--- config.mk ---
export PLATFORM = sky130hd
export DESIGN_NAME = repetition_compactor_flat
export DESIGN_NICKNAME = d
export VERILOG_FILES = /design/src/rtl/repetition_compactor_pkg.sv /design/src/rtl/repetition_compactor_if.sv /design/src/rtl/repetition_compactor_fifo.sv /design/src/rtl/repetition_compactor.sv /design/src/flat_wrapper.sv
export SDC_FILE = /design/constraint.sdc
export NUM_CORES = 1
export LEC_CHECK = 0
export CAP_MARGIN = 20
export CELL_PAD_IN_SITES_DETAIL_PLACEMENT = 2
export CELL_PAD_IN_SITES_GLOBAL_PLACEMENT = 2
export CORE_MARGIN = 8
export CORE_UTILIZATION = 30
export CTS_CLUSTER_DIAMETER = 100
export DETAILED_ROUTE_END_ITERATION = 7
export GPL_TIMING_DRIVEN = 0
export PLACE_DENSITY_LB_ADDON = 0.1
export SLEW_MARGIN = 10
export SYNTH_ARGS = -nofsm -noshare
export SYNTH_HDL_FRONTEND = slang
export SYNTH_SLANG_ARGS = --single-unit
--- constraint.sdc ---
create_clock -name clk -period 7.7 [get_ports clk]
set_input_delay 1.54 -clock clk [delete_from_list [all_inputs] [get_ports clk]]
set_output_delay 1.54 -clock clk [all_outputs]
set_load 0.1 [all_outputs]
--- src/rtl/repetition_compactor_pkg.sv ---
// repetition_compactor_pkg
//   Shared definitions for the repetition compactor: iteration FSM state
//   encoding, derived field widths and the bit offsets of each field inside
//   the packed result word (LSB first: uniq values, idx map, zero mask, count).
package repetition_compactor_pkg;

    typedef enum logic [1:0] {
        ST_IDLE = 2'd0,
        ST_RUN  = 2'd1,
        ST_FIN  = 2'd2
    } state_t;

    function automatic int idx_w(input int group_size);
        return (group_size <= 1) ? 1 : $clog2(group_size);
    endfunction

    function automatic int cnt_w(input int group_size);
        return $clog2(group_size + 1);
    endfunction

    function automatic int input_w(input int group_size, input int data_width);
        return group_size * data_width;
    endfunction

    function automatic int idx_off(input int group_size, input int data_width);
        return input_w(group_size, data_width);
    endfunction

    function automatic int zmask_off(input int group_size, input int data_width);
        return idx_off(group_size, data_width) + group_size * idx_w(group_size);
    endfunction

    function automatic int cnt_off(input int group_size, input int data_width);
        return zmask_off(group_size, data_width) + group_size;
    endfunction

    function automatic int output_w(input int group_size, input int data_width);
        return cnt_off(group_size, data_width) + cnt_w(group_size);
    endfunction

endpackage

--- src/rtl/repetition_compactor_if.sv ---
// repetition_compactor_if
//   Stream bundle around the compactor: the input beat side (data_in,
//   valid_in, avail_out) and the result side (data_out, valid_out, avail_in).
//   master : environment (upstream writer + downstream consumer)
//   slave  : the compactor itself
interface repetition_compactor_if #(
    parameter int GROUP_SIZE = 4,
    parameter int DATA_WIDTH = 8
);
    localparam int INPUT_WIDTH  = repetition_compactor_pkg::input_w(GROUP_SIZE, DATA_WIDTH);
    localparam int OUTPUT_WIDTH = repetition_compactor_pkg::output_w(GROUP_SIZE, DATA_WIDTH);

    logic [INPUT_WIDTH-1:0]  data_in;
    logic                    valid_in;
    logic                    avail_out;
    logic [OUTPUT_WIDTH-1:0] data_out;
    logic                    valid_out;
    logic                    avail_in;

    modport master (
        output data_in,
        output valid_in,
        input  avail_out,
        input  data_out,
        input  valid_out,
        output avail_in
    );

    modport slave (
        input  data_in,
        input  valid_in,
        output avail_out,
        output data_out,
        output valid_out,
        input  avail_in
    );
endinterface

--- src/rtl/repetition_compactor_fifo.sv ---
// repetition_compactor_fifo
//   First-word-fall-through beat buffer. A beat written in cycle t is at the
//   head (rd_data, empty=0) in cycle t+1. Writes while full and reads while
//   empty are ignored.
//   Ports: clk, rst (sync, active-high), wr_en/wr_data, rd_en/rd_data,
//          empty, full, almost_full (exactly one free slot).
module repetition_compactor_fifo #(
    parameter int WIDTH         = 32,
    parameter int NUM_SLOTS     = 4,
    parameter int LOG_NUM_SLOTS = 2
) (
    input  logic             clk,
    input  logic             rst,
    input  logic             wr_en,
    input  logic [WIDTH-1:0] wr_data,
    input  logic             rd_en,
    output logic [WIDTH-1:0] rd_data,
    output logic             empty,
    output logic             full,
    output logic             almost_full
);
    logic [WIDTH-1:0]         mem [NUM_SLOTS];
    logic [LOG_NUM_SLOTS-1:0] wr_ptr;
    logic [LOG_NUM_SLOTS-1:0] rd_ptr;
    logic [LOG_NUM_SLOTS:0]   count;
    logic                     do_wr;
    logic                     do_rd;

    assign do_wr = wr_en & ~full;
    assign do_rd = rd_en & ~empty;

    assign empty       = (count == '0);
    assign full        = (count == (LOG_NUM_SLOTS+1)'(NUM_SLOTS));
    assign almost_full = (count == (LOG_NUM_SLOTS+1)'(NUM_SLOTS - 1));
    assign rd_data     = mem[rd_ptr];

    always_ff @(posedge clk) begin
        if (do_wr) begin
            mem[wr_ptr] <= wr_data;
        end
    end

    always_ff @(posedge clk) begin
        if (rst) begin
            wr_ptr <= '0;
            rd_ptr <= '0;
            count  <= '0;
        end else begin
            if (do_wr) begin
                wr_ptr <= wr_ptr + LOG_NUM_SLOTS'(1);
            end
            if (do_rd) begin
                rd_ptr <= rd_ptr + LOG_NUM_SLOTS'(1);
            end
            case ({do_wr, do_rd})
                2'b10:   count <= count + (LOG_NUM_SLOTS+1)'(1);
                2'b01:   count <= count - (LOG_NUM_SLOTS+1)'(1);
                default: count <= count;
            endcase
        end
    end
endmodule

--- src/rtl/repetition_compactor.sv ---
// repetition_compactor
//   Per beat of GROUP_SIZE activations, emits the compacted unique-value list,
//   an index map of every element into that list, a zero mask and the unique
//   count, so the downstream multiplier array computes only the unique
//   products. Beats are consumed under an iteration FSM (num_iters x
//   num_reads_per_iter beats) and the result is held in an output register
//   with backpressure.
//   Ports: clk, rst (sync, active-high); configure pulse with num_iters,
//          num_reads_per_iter, zero_skip; bus (input beat side and result
//          side); done pulse; unique_total (saturating sum of unique counts).
//
//   state   | meaning
//   --------+-----------------------------------------------------------
//   ST_IDLE | not configured / sequence finished, no beats consumed
//   ST_RUN  | consuming beats, counting reads and iterations down
//   ST_FIN  | last beat consumed; waits for output to drain, pulses done
module repetition_compactor
    import repetition_compactor_pkg::*;
#(
    parameter int GROUP_SIZE             = 4,
    parameter int DATA_WIDTH             = 8,
    parameter int FIFO_DEPTH             = 4,
    parameter int LOG_MAX_ITERS          = 16,
    parameter int LOG_MAX_READS_PER_ITER = 16,
    parameter int STAT_WIDTH             = 32
) (
    input  logic                              clk,
    input  logic                              rst,
    input  logic                              configure,
    input  logic [LOG_MAX_ITERS-1:0]          num_iters,
    input  logic [LOG_MAX_READS_PER_ITER-1:0] num_reads_per_iter,
    input  logic                              zero_skip,
    repetition_compactor_if.slave             bus,
    output logic                              done,
    output logic [STAT_WIDTH-1:0]             unique_total
);
    localparam int IDX_W        = idx_w(GROUP_SIZE);
    localparam int CNT_W        = cnt_w(GROUP_SIZE);
    localparam int INPUT_WIDTH  = input_w(GROUP_SIZE, DATA_WIDTH);
    localparam int OUTPUT_WIDTH = output_w(GROUP_SIZE, DATA_WIDTH);
    localparam int IDX_OFF      = idx_off(GROUP_SIZE, DATA_WIDTH);
    localparam int ZMASK_OFF    = zmask_off(GROUP_SIZE, DATA_WIDTH);
    localparam int CNT_OFF      = cnt_off(GROUP_SIZE, DATA_WIDTH);

    logic                              empty;
    logic                              full;
    logic                              almost_full;
    logic [INPUT_WIDTH-1:0]            head;
    logic                              fire;

    state_t                            state;
    logic [LOG_MAX_ITERS-1:0]          iters_left;
    logic [LOG_MAX_READS_PER_ITER-1:0] reads_left;
    logic [LOG_MAX_READS_PER_ITER-1:0] reads_reload;
    logic                              zero_skip_r;

    logic                              valid_out_r;
    logic [OUTPUT_WIDTH-1:0]           data_out_r;

    logic [DATA_WIDTH-1:0]             elem [GROUP_SIZE];
    logic [GROUP_SIZE-1:0]             is_zero;
    logic [GROUP_SIZE-1:0]             is_first;
    logic [CNT_W-1:0]                  pos  [GROUP_SIZE];
    logic [DATA_WIDTH-1:0]             uniq [GROUP_SIZE];
    logic [IDX_W-1:0]                  idx  [GROUP_SIZE];
    logic [CNT_W-1:0]                  uniq_cnt;
    logic [OUTPUT_WIDTH-1:0]           result;
    logic [STAT_WIDTH:0]               total_sum;

    repetition_compactor_fifo #(
        .WIDTH         (INPUT_WIDTH),
        .NUM_SLOTS     (FIFO_DEPTH),
        .LOG_NUM_SLOTS ($clog2(FIFO_DEPTH))
    ) u_fifo (
        .clk         (clk),
        .rst         (rst),
        .wr_en       (bus.valid_in),
        .wr_data     (bus.data_in),
        .rd_en       (fire),
        .rd_data     (head),
        .empty       (empty),
        .full        (full),
        .almost_full (almost_full)
    );

    // Deasserting one slot early lets upstream land one more beat after
    // avail_out falls without overflowing.
    assign bus.avail_out = ~full & ~almost_full;
    assign fire          = (state == ST_RUN) & ~empty & (bus.avail_in | ~valid_out_r);
    assign bus.data_out  = data_out_r;
    assign bus.valid_out = valid_out_r;

    for (genvar j = 0; j < GROUP_SIZE; j++) begin : g_elem
        assign elem[j]    = head[j*DATA_WIDTH +: DATA_WIDTH];
        assign is_zero[j] = (elem[j] == '0);
    end

    // Element j is a first occurrence if no earlier element matches it; its
    // slot in the unique list is the running count of earlier firsts. A
    // repeat takes the slot of the earliest match, which is always a first
    // occurrence (zeros are never first in zero-skip mode and map to 0).
    always_comb begin
        logic found;
        found    = 1'b0;
        uniq_cnt = '0;
        is_first = '0;
        result   = '0;
        for (int j = 0; j < GROUP_SIZE; j++) begin
            pos[j]  = '0;
            uniq[j] = '0;
            idx[j]  = '0;
        end
        for (int j = 0; j < GROUP_SIZE; j++) begin
            pos[j]      = uniq_cnt;
            is_first[j] = ~(zero_skip_r & is_zero[j]);
            for (int k = 0; k < j; k++) begin
                if (elem[k] == elem[j]) begin
                    is_first[j] = 1'b0;
                end
            end
            if (is_first[j]) begin
                idx[j] = pos[j][IDX_W-1:0];
            end else if (!(zero_skip_r & is_zero[j])) begin
                found = 1'b0;
                for (int k = 0; k < j; k++) begin
                    if (!found && elem[k] == elem[j]) begin
                        idx[j] = pos[k][IDX_W-1:0];
                        found  = 1'b1;
                    end
                end
            end
            uniq_cnt = uniq_cnt + CNT_W'(is_first[j]);
        end
        for (int j = 0; j < GROUP_SIZE; j++) begin
            for (int p = 0; p < GROUP_SIZE; p++) begin
                if (is_first[j] && pos[j] == CNT_W'(p)) begin
                    uniq[p] = elem[j];
                end
            end
        end
        for (int j = 0; j < GROUP_SIZE; j++) begin
            result[j*DATA_WIDTH +: DATA_WIDTH] = uniq[j];
            result[IDX_OFF + j*IDX_W +: IDX_W] = idx[j];
            result[ZMASK_OFF + j]              = is_zero[j];
        end
        result[CNT_OFF +: CNT_W] = uniq_cnt;
    end

    assign total_sum = {1'b0, unique_total} + (STAT_WIDTH+1)'(uniq_cnt);

    always_ff @(posedge clk) begin
        if (rst) begin
            valid_out_r <= 1'b0;
            data_out_r  <= '0;
        end else if (fire) begin
            valid_out_r <= 1'b1;
            data_out_r  <= result;
        end else if (bus.avail_in) begin
            valid_out_r <= 1'b0;
        end
    end

    always_ff @(posedge clk) begin
        if (rst) begin
            state        <= ST_IDLE;
            iters_left   <= '0;
            reads_left   <= '0;
            reads_reload <= '0;
            zero_skip_r  <= 1'b0;
            done         <= 1'b0;
            unique_total <= '0;
        end else begin
            done <= 1'b0;
            if (fire) begin
                unique_total <= total_sum[STAT_WIDTH] ? '1 : total_sum[STAT_WIDTH-1:0];
            end
            // A new configuration overrides any count-down from a same-cycle
            // fire; the fired beat itself still leaves the FIFO.
            if (configure) begin
                iters_left   <= num_iters;
                reads_left   <= num_reads_per_iter;
                reads_reload <= num_reads_per_iter;
                zero_skip_r  <= zero_skip;
                unique_total <= '0;
                if (num_iters != '0 && num_reads_per_iter != '0) begin
                    state <= ST_RUN;
                end else begin
                    state <= ST_FIN;
                end
            end else begin
                case (state)
                    ST_RUN: begin
                        if (fire) begin
                            if (reads_left == LOG_MAX_READS_PER_ITER'(1)) begin
                                if (iters_left == LOG_MAX_ITERS'(1)) begin
                                    state <= ST_FIN;
                                end else begin
                                    iters_left <= iters_left - LOG_MAX_ITERS'(1);
                                    reads_left <= reads_reload;
                                end
                            end else begin
                                reads_left <= reads_left - LOG_MAX_READS_PER_ITER'(1);
                            end
                        end
                    end
                    ST_FIN: begin
                        if (!valid_out_r || bus.avail_in) begin
                            done  <= 1'b1;
                            state <= ST_IDLE;
                        end
                    end
                    default: begin
                        state <= ST_IDLE;
                    end
                endcase
            end
        end
    end
endmodule

--- src/flat_wrapper.sv ---
// flat-port wrapper written by rule: the top's interface ports become plain ports
module repetition_compactor_flat import repetition_compactor_pkg::*;
#(
    parameter int GROUP_SIZE             = 4,
    parameter int DATA_WIDTH             = 8,
    parameter int FIFO_DEPTH             = 4,
    parameter int LOG_MAX_ITERS          = 16,
    parameter int LOG_MAX_READS_PER_ITER = 16,
    parameter int STAT_WIDTH             = 32
)
  (clk, rst, configure, num_iters, num_reads_per_iter, zero_skip, done, unique_total, bus_data_in, bus_valid_in, bus_avail_out, bus_data_out, bus_valid_out, bus_avail_in);
  repetition_compactor_if #(.GROUP_SIZE(GROUP_SIZE), .DATA_WIDTH(DATA_WIDTH)) bus_i ();
  input  logic clk;
  input  logic rst;
  input  logic configure;
  input  logic [LOG_MAX_ITERS-1:0] num_iters;
  input  logic [LOG_MAX_READS_PER_ITER-1:0] num_reads_per_iter;
  input  logic zero_skip;
  output logic done;
  output logic [STAT_WIDTH-1:0] unique_total;
  input wire logic [$bits(bus_i.data_in)-1:0] bus_data_in;
  input wire logic [$bits(bus_i.valid_in)-1:0] bus_valid_in;
  output wire logic [$bits(bus_i.avail_out)-1:0] bus_avail_out;
  output wire logic [$bits(bus_i.data_out)-1:0] bus_data_out;
  output wire logic [$bits(bus_i.valid_out)-1:0] bus_valid_out;
  input wire logic [$bits(bus_i.avail_in)-1:0] bus_avail_in;
  assign bus_i.data_in = bus_data_in;
  assign bus_i.valid_in = bus_valid_in;
  assign bus_avail_out = bus_i.avail_out;
  assign bus_data_out = bus_i.data_out;
  assign bus_valid_out = bus_i.valid_out;
  assign bus_i.avail_in = bus_avail_in;
  repetition_compactor #(.GROUP_SIZE(GROUP_SIZE), .DATA_WIDTH(DATA_WIDTH), .FIFO_DEPTH(FIFO_DEPTH), .LOG_MAX_ITERS(LOG_MAX_ITERS), .LOG_MAX_READS_PER_ITER(LOG_MAX_READS_PER_ITER), .STAT_WIDTH(STAT_WIDTH)) u_core (.clk(clk), .rst(rst), .configure(configure), .num_iters(num_iters), .num_reads_per_iter(num_reads_per_iter), .zero_skip(zero_skip), .bus(bus_i), .done(done), .unique_total(unique_total));
endmodule
==> results.ini <==
[run_status]
outcome = completed

[synthesis]
synth.most_common_cell = dfxtp_1
syn_inst = 1111
ys.flop_type = dfxtp_1
yosysTopAreaCell = edfxtp_1
netlist_area_um2 = 12400
synth_cell_types = 69
synth_top_cell_area_share = 0.311
synth_area_leaders = edfxtp_1, dfxtp_1, mux4_2, a21oi_1, xnor2_1
synthTopCellsByCount = dfxtp_1, edfxtp_1, nor2_1, a21oi_1, nand2_1
yosysSeqAreaShare = 0.534
synth-edff-count = 128
ys_async_sr_fraction = 0
avgSynthCellArea_um2 = 11.1
synth_seq_cells = 266
ys.warnings.count = 0

[setup_path]
path_max_fanout = 10
cp.arrival_ps = 7340
worstSetupEndpoint = u_core.unique_total[17]
critPathCaptureType = flop
worstPathRequired_ps = 8150
reg2reg_depth = 24
reg2reg_slack_ps = 810
critPathLaunchType = flop
r2r_end = u_core.unique_total[17]
critical_path_class = reg -> reg

[clock_network]
cts_root_buf = clkbuf_16
cts_tree = built
cts_num_sinks = 266
cts_made_buffers = 34
cts_max_level = 2
clkTransAtPathRegs_ps = 60
cts_buffer_depth = 3
cts_resized = 0
ctsHoldBuffers = 0
cts_setup_buffers = 0
clk_latency_ps = 540

[place]
pre_cts_ws_ps = 261
dp_hpwl_um = 31000
gp_congestion = 0.749
numPortBuffers = 147

[floorplanning]
core_region_area_um2 = 40700
die_height_um = 219
die_area_um2 = 48000
num_io_pins = 152
row_count = 74
die_w_um = 219
start_util = 0.303

[detailed_routing]
ant_nets = 0
drt_drc_violations_left = 0
vias_per_cell = 5.06
drtIter0Drc = 381
wl_per_cell_um = 22.6
drt-pass1-iter-count = 4
num_vias = 9400
wirelength_um = 42000

[sta]
rsz0062_at_grt = no
slew_viol_final = 0
worst_pin_slew_ps = 1130
timing.final.crit_share = 0.895
relSlewSlack = 0.235
hold_viol = 0
post-route-worst-setup-slack_ps = 808
final.setup_skew_ps = 22.3
fmax_mhz = 145
finalSetupViolCount = 0
fin_tns_setup_ps = 0
finalCriticalPeriod_ps = 6890

[power]
ir_worst_vdd_uv = 277
powerDensity_nw_per_um2 = 265
fin_total_pwr_mw = 4.16
leakagePower_nw = 5.41

[finish]
nFillCells = 4351
syn_to_final_growth_pct = 27.0
finalNetCount = 1390
area.sequential_um2 = 6610
multiInputGateArea_um2 = 5320
layout-drive-gt1-share = 0.0989
diodes = 0

[min_path]
holdCritStartpoint = u_core.bus.data_out[38]
hp-class = reg -> reg

[job]
maxCapViolCount = 0

[global_routing]
grt_pass1_wl_um = 63800
overflow = 0
first_global_vias = 10400
grt_use_total = 0.174
grt_antenna_before_repair = 0
grt_max_degree = 31

==> metrics by stage <==
stage | utilization | cells | hold slack (ps) | area (um^2)
final | 0.385 | 1856 | 465 | 15700
after CTS | 0.385 | 1856 | 475 | 15700
after global routing | 0.385 | 1856 | 498 | 15700
after floorplan | - | 1113 | 430 | 12400
after global placement | 0.356 | 1792 | 447 | 14500
after detailed placement | 0.359 | 1796 | 466 | 14600
==> sequential cells by signal, summed over array words and instances, names as in the netlist, 3 cells and up, named ones only <==
signal / flops
u_core.iters_left: 16
u_core.u_fifo.count: 3
u_core.bus.data_out: 44
u_core.reads_reload: 16
u_core.unique_total: 32
u_core.reads_left: 16
u_core.u_fifo.mem: 128
==> cells in the final DEF, fill, tap and decap left out, types with 11 or more instances in the layout <==
| master | count |
|---|---|
| nand4_1 | 16 |
| nor4_1 | 18 |
| mux4_2 | 32 |
| dfxtp_1 | 138 |
| o21ai_0 | 32 |
| a211oi_1 | 16 |
| edfxtp_1 | 128 |
| xor2_1 | 42 |
| nor3_1 | 14 |
| clkbuf_16 | 35 |
| buf_2 | 15 |
| xnor2_1 | 52 |
| a31oi_1 | 11 |
| inv_1 | 38 |
| nand3_1 | 38 |
| nand2_1 | 69 |
| clkdlybuf4s50_1 | 147 |
| nor2_1 | 102 |
| nand2b_1 | 21 |
| ha_1 | 17 |
| a221o_1 | 16 |
| mux2i_1 | 31 |
| clkbuf_1 | 47 |
| a21oi_1 | 92 |
==> worst min path at each step <==
stage,to,slack (ps),depth (start not counted)
after floorplan,u_core.done,430,1
after global placement,u_core.bus.data_out[44],450,2
after detailed placement,u_core.bus.data_out[46],470,2
after CTS,u_core.bus.data_out[46],470,2
after global routing,u_core.reads_reload[12],500,2
final,u_core.bus.data_out[38],460,2
==> kinds of logic after synthesis <==
family / count (synthesis) / synth area share
DFF: 266 / 0.534
other: 1 / 0.000303
buffers and inverters: 106 / 0.0383
AOI/OAI and AO/OA: 211 / 0.111
adders and majority gates: 20 / 0.0221
and+or+nand+nor: 348 / 0.142
muxes: 65 / 0.0852
xor gates and xnor gates: 94 / 0.0666
==> final cells by class <==
cell class | instances | share of cell area
flip-flops and latches | 266 | 0.421
multi-input cells | 741 | 0.339
repair buffers | 151 | 0.0998
clock buffers | 49 | 0.0598
well taps | 532 | 0.0424
plain buffers | 68 | 0.0210
inverters | 38 | 0.00908
clock inverters | 11 | 0.00876
==> where the power goes <==
part,switching (mW),internal [mW],total [mW]
clock,0.612,0.949,1.56
combinational,0.648,0.315,0.963
sequential,0.0526,1.58,1.63
==> routing by layer <==
metal,up-vias,track usage,share of wire
met1,4775,0.218,0.44
met5,-,0,0
met2,128,0.304,0.50
met4,0,0.0434,0.017
met3,47,0.0333,0.034
li1,4450,-,-
==> worst max-delay path: stages (launching register included) <==
cell	delay, ps
dfxtp_1	320
clkbuf_1	260
buf_2	340
mux4_2	490
or4_1	560
nor2_1	150
nand2_1	70
o21a_1	160
ha_1	380
inv_1	130
o21ai_0	130
nor2_1	110
nor2_2	130
inv_1	70
ha_1	200
fa_1	600
inv_1	80
fa_1	430
o21ai_0	240
and3_1	300
nand3_1	280
nor4_4	480
nand2_1	310
clkbuf_1	350
a21oi_1	220
No activity file was read; power rests on OpenSTA's default activity.
==> variant (config.mk and constraints unchanged) <==
Register the inputs `configure`, `num_iters`, `num_reads_per_iter` and `zero_skip` before use, cleared by the reset. The logic sees them one clock later. The other inputs are not delayed to match.
--- a/src/rtl/repetition_compactor.sv
+++ b/src/rtl/repetition_compactor.sv
@@ -42,6 +42,25 @@
     localparam int ZMASK_OFF    = zmask_off(GROUP_SIZE, DATA_WIDTH);
     localparam int CNT_OFF      = cnt_off(GROUP_SIZE, DATA_WIDTH);
 
+    logic configure_q;
+    logic [LOG_MAX_ITERS-1:0] num_iters_q;
+    logic [LOG_MAX_READS_PER_ITER-1:0] num_reads_per_iter_q;
+    logic zero_skip_q;
+
+    always_ff @(posedge clk) begin
+        if (rst) begin
+            configure_q          <= '0;
+            num_iters_q          <= '0;
+            num_reads_per_iter_q <= '0;
+            zero_skip_q          <= '0;
+        end else begin
+            configure_q          <= configure;
+            num_iters_q          <= num_iters;
+            num_reads_per_iter_q <= num_reads_per_iter;
+            zero_skip_q          <= zero_skip;
+        end
+    end
+
     logic                              empty;
     logic                              full;
     logic                              almost_full;
@@ -176,13 +195,13 @@
             end
             // A new configuration overrides any count-down from a same-cycle
             // fire; the fired beat itself still leaves the FIFO.
-            if (configure) begin
-                iters_left   <= num_iters;
-                reads_left   <= num_reads_per_iter;
-                reads_reload <= num_reads_per_iter;
-                zero_skip_r  <= zero_skip;
+            if (configure_q) begin
+                iters_left   <= num_iters_q;
+                reads_left   <= num_reads_per_iter_q;
+                reads_reload <= num_reads_per_iter_q;
+                zero_skip_r  <= zero_skip_q;
                 unique_total <= '0;
-                if (num_iters != '0 && num_reads_per_iter != '0) begin
+                if (num_iters_q != '0 && num_reads_per_iter_q != '0) begin
                     state <= ST_RUN;
                 end else begin
                     state <= ST_FIN;
Check against the original RTL: not equivalent (Yosys sat finds a counterexample within 4 cycles, from zero or initial values and one cycle with rst high).
==> variant against the unedited design <==
Clock skew shrank 0.0023 ns. First-iteration DRC count grew 12%. Hold slack lost 0.0098 ns. Area after synthesis grew 7.3%. Power grew 1.1%. Worst setup slack lost 0.074 ns. Via count grew 8.2%. Sequential cell count grew 34. Count of clock-buffer cells in the layout shrank 4. Sequential share of layout area grew 1.3 points. Final area grew 7.1%. Wire length grew 11%. Clock power grew 12%. Critical path type unchanged.
==> variant: results (changes against the unedited design) <==
Status
  – Outcome: completed (unchanged)

STA
  – Worst slew pin tran: 1.082 ns (was 1.132 ns)
  – Worst clock skew: 0.01996 ns (was 0.02230 ns)
  – Fin Hold WS: 0.4549 ns (was 0.4646 ns)

Logic synthesis
  – Post-synth top cells: dfxtp_1, nand2_1, edfxtp_1 (was dfxtp_1, edfxtp_1, nor2_1)
  – Count of cell types in the netlist: 71 (was 69)
  – Area contributors post-synth: edfxtp_1, dfxtp_1, mux4_2 (unchanged)
  – Synth Instances: 1209 (was 1111)
  – Ys async rst share: 0% (unchanged)

Hold path
  – Hold wc startpoint: u_core.bus.data_out[44]$_SDFFE_PP0P_ (was u_core.bus.data_out[38]$_SDFFE_PP0P_)
  – Hold EP: u_core.bus.data_out[44]$_SDFFE_PP0P_ (was u_core.bus.data_out[38]$_SDFFE_PP0P_)

Layout
  – Non-filler cells, final: 2022 (was 1856)
  – Nets: 1491 (was 1390)
  – P&R area growth vs syn: 26.82% (was 27.03%)
  – Layout cell share with drive strength beyond 1: 9.371% (was 9.894%)
  – Fillers: 4681 (was 4351)

Detailed routing
  – DR vias/cell: 5.029 (was 5.065)
  – DR iter-0 viols: 428 (was 381)

Placement
  – Final GP Congestion: 0.7751 (was 0.7487)
  – DP Wirelength: 34400 um (was 30970 um)
  – Port Buffers: 148 (was 147)
  – Dpl ws: 0.4238 ns (was 0.2614 ns)

Critical path
  – Worst R2R End: u_core.unique_total[7]$_SDFFE_PP0P_ (was u_core.unique_total[17]$_SDFFE_PP0P_)
  – Cells on worst reg2reg path: 19 (was 24)
  – Reg2reg setup slack: 0.73 ns (was 0.81 ns)

Power and ir drop
  – Max VDD drop: 0.2030 mV (was 0.2775 mV)
  – Leakage Power: 5.638 nW (was 5.407 nW)
  – Cell internal pwr: 3.014 mW (was 2.845 mW)

CTS
  – Cts bufs inserted: 38 (was 34)
  – Worst skew pair latency: 0.55 ns
  – Clk slew on worst S/H paths: 0.06 ns (about the same)

Global routing
  – Vias in the first global route: 11152 (was 10422)
  – First-pass GRT wire length: 70690 um (was 63830 um)
  – Largest net degree at the start of global routing: 30 (was 31)
variant: per-layer routing:
metal	wire length [um]	vias up	global-route usage, %
li1	-	4788	-
met2	22780	191	31.07
met4	1199	0	6.082
met1	20720	5120	22.84
met3	1873	69	3.466
met5	0	-	0
variant: logic make-up (layout without fill, tap and decap cells):
| kind of cell | after synthesis | count (layout) | synth area share (%) |
|---|---|---|---|
| multiplexers | 40 | 40 | 6.038 |
| buffers and inverters | 96 | 315 | 3.330 |
| AND/OR/NAND/NOR | 444 | 444 | 17.09 |
| other | 1 | 3 | 0.02828 |
| adder cells (fa/ha/maj) | 18 | 18 | 1.868 |
| AO/OA/AOI/OAI | 213 | 213 | 10.24 |
| XOR/XNOR | 97 | 97 | 6.463 |
| flip-flops | 300 | 300 | 54.95 |
variant: layout make-up:
class / count / area share [%]
plain buffers: 70 / 2.046
clock buffers: 45 / 6.048
clock inverters: 22 / 1.220
inverters: 26 / 0.5803
multi-input cells: 815 / 33.00
flip-flops and latches: 300 / 43.33
well taps: 592 / 4.404
repair buffers: 152 / 9.374
variant: how the worst max path moves through the flow:
stage,cells past startpoint,to,slack [ns],start
after floorplan,21,u_core.unique_total[31]$_SDFFE_PP0P_,1.92,register
after global placement,20,u_core.unique_total[8]$_SDFFE_PP0P_,0.54,register
after detailed placement,19,u_core.unique_total[7]$_SDFFE_PP0P_,0.42,register
after CTS,19,u_core.unique_total[7]$_SDFFE_PP0P_,0.32,register
after global routing,19,u_core.unique_total[7]$_SDFFE_PP0P_,0.19,register
final,19,u_core.unique_total[7]$_SDFFE_PP0P_,0.73,register
variant: power groups by stage:
| stage | Combinational [mW] | Clock [mW] | Sequential, mW |
|---|---|---|---|
| after floorplan | 0.346 | 0 | 1.90 |
| after global placement | 0.654 | 0 | 1.82 |
| after detailed placement | 0.674 | 0 | 1.82 |
| after CTS | 0.677 | 1.81 | 1.79 |
| after global routing | 0.723 | 1.87 | 1.79 |
| final | 0.668 | 1.75 | 1.79 |
variant: critical path: cells and delay by family, from the launching register on:
kind	cells	cell delay, ns
and+or+nand+nor	5	1.90
adders and majority gates	4	1.57
buffers and inverters	4	1.05
xor gates and xnor gates	2	0.73
AOI/OAI and AO/OA	3	0.66
muxes	1	0.48
DFF	1	0.47
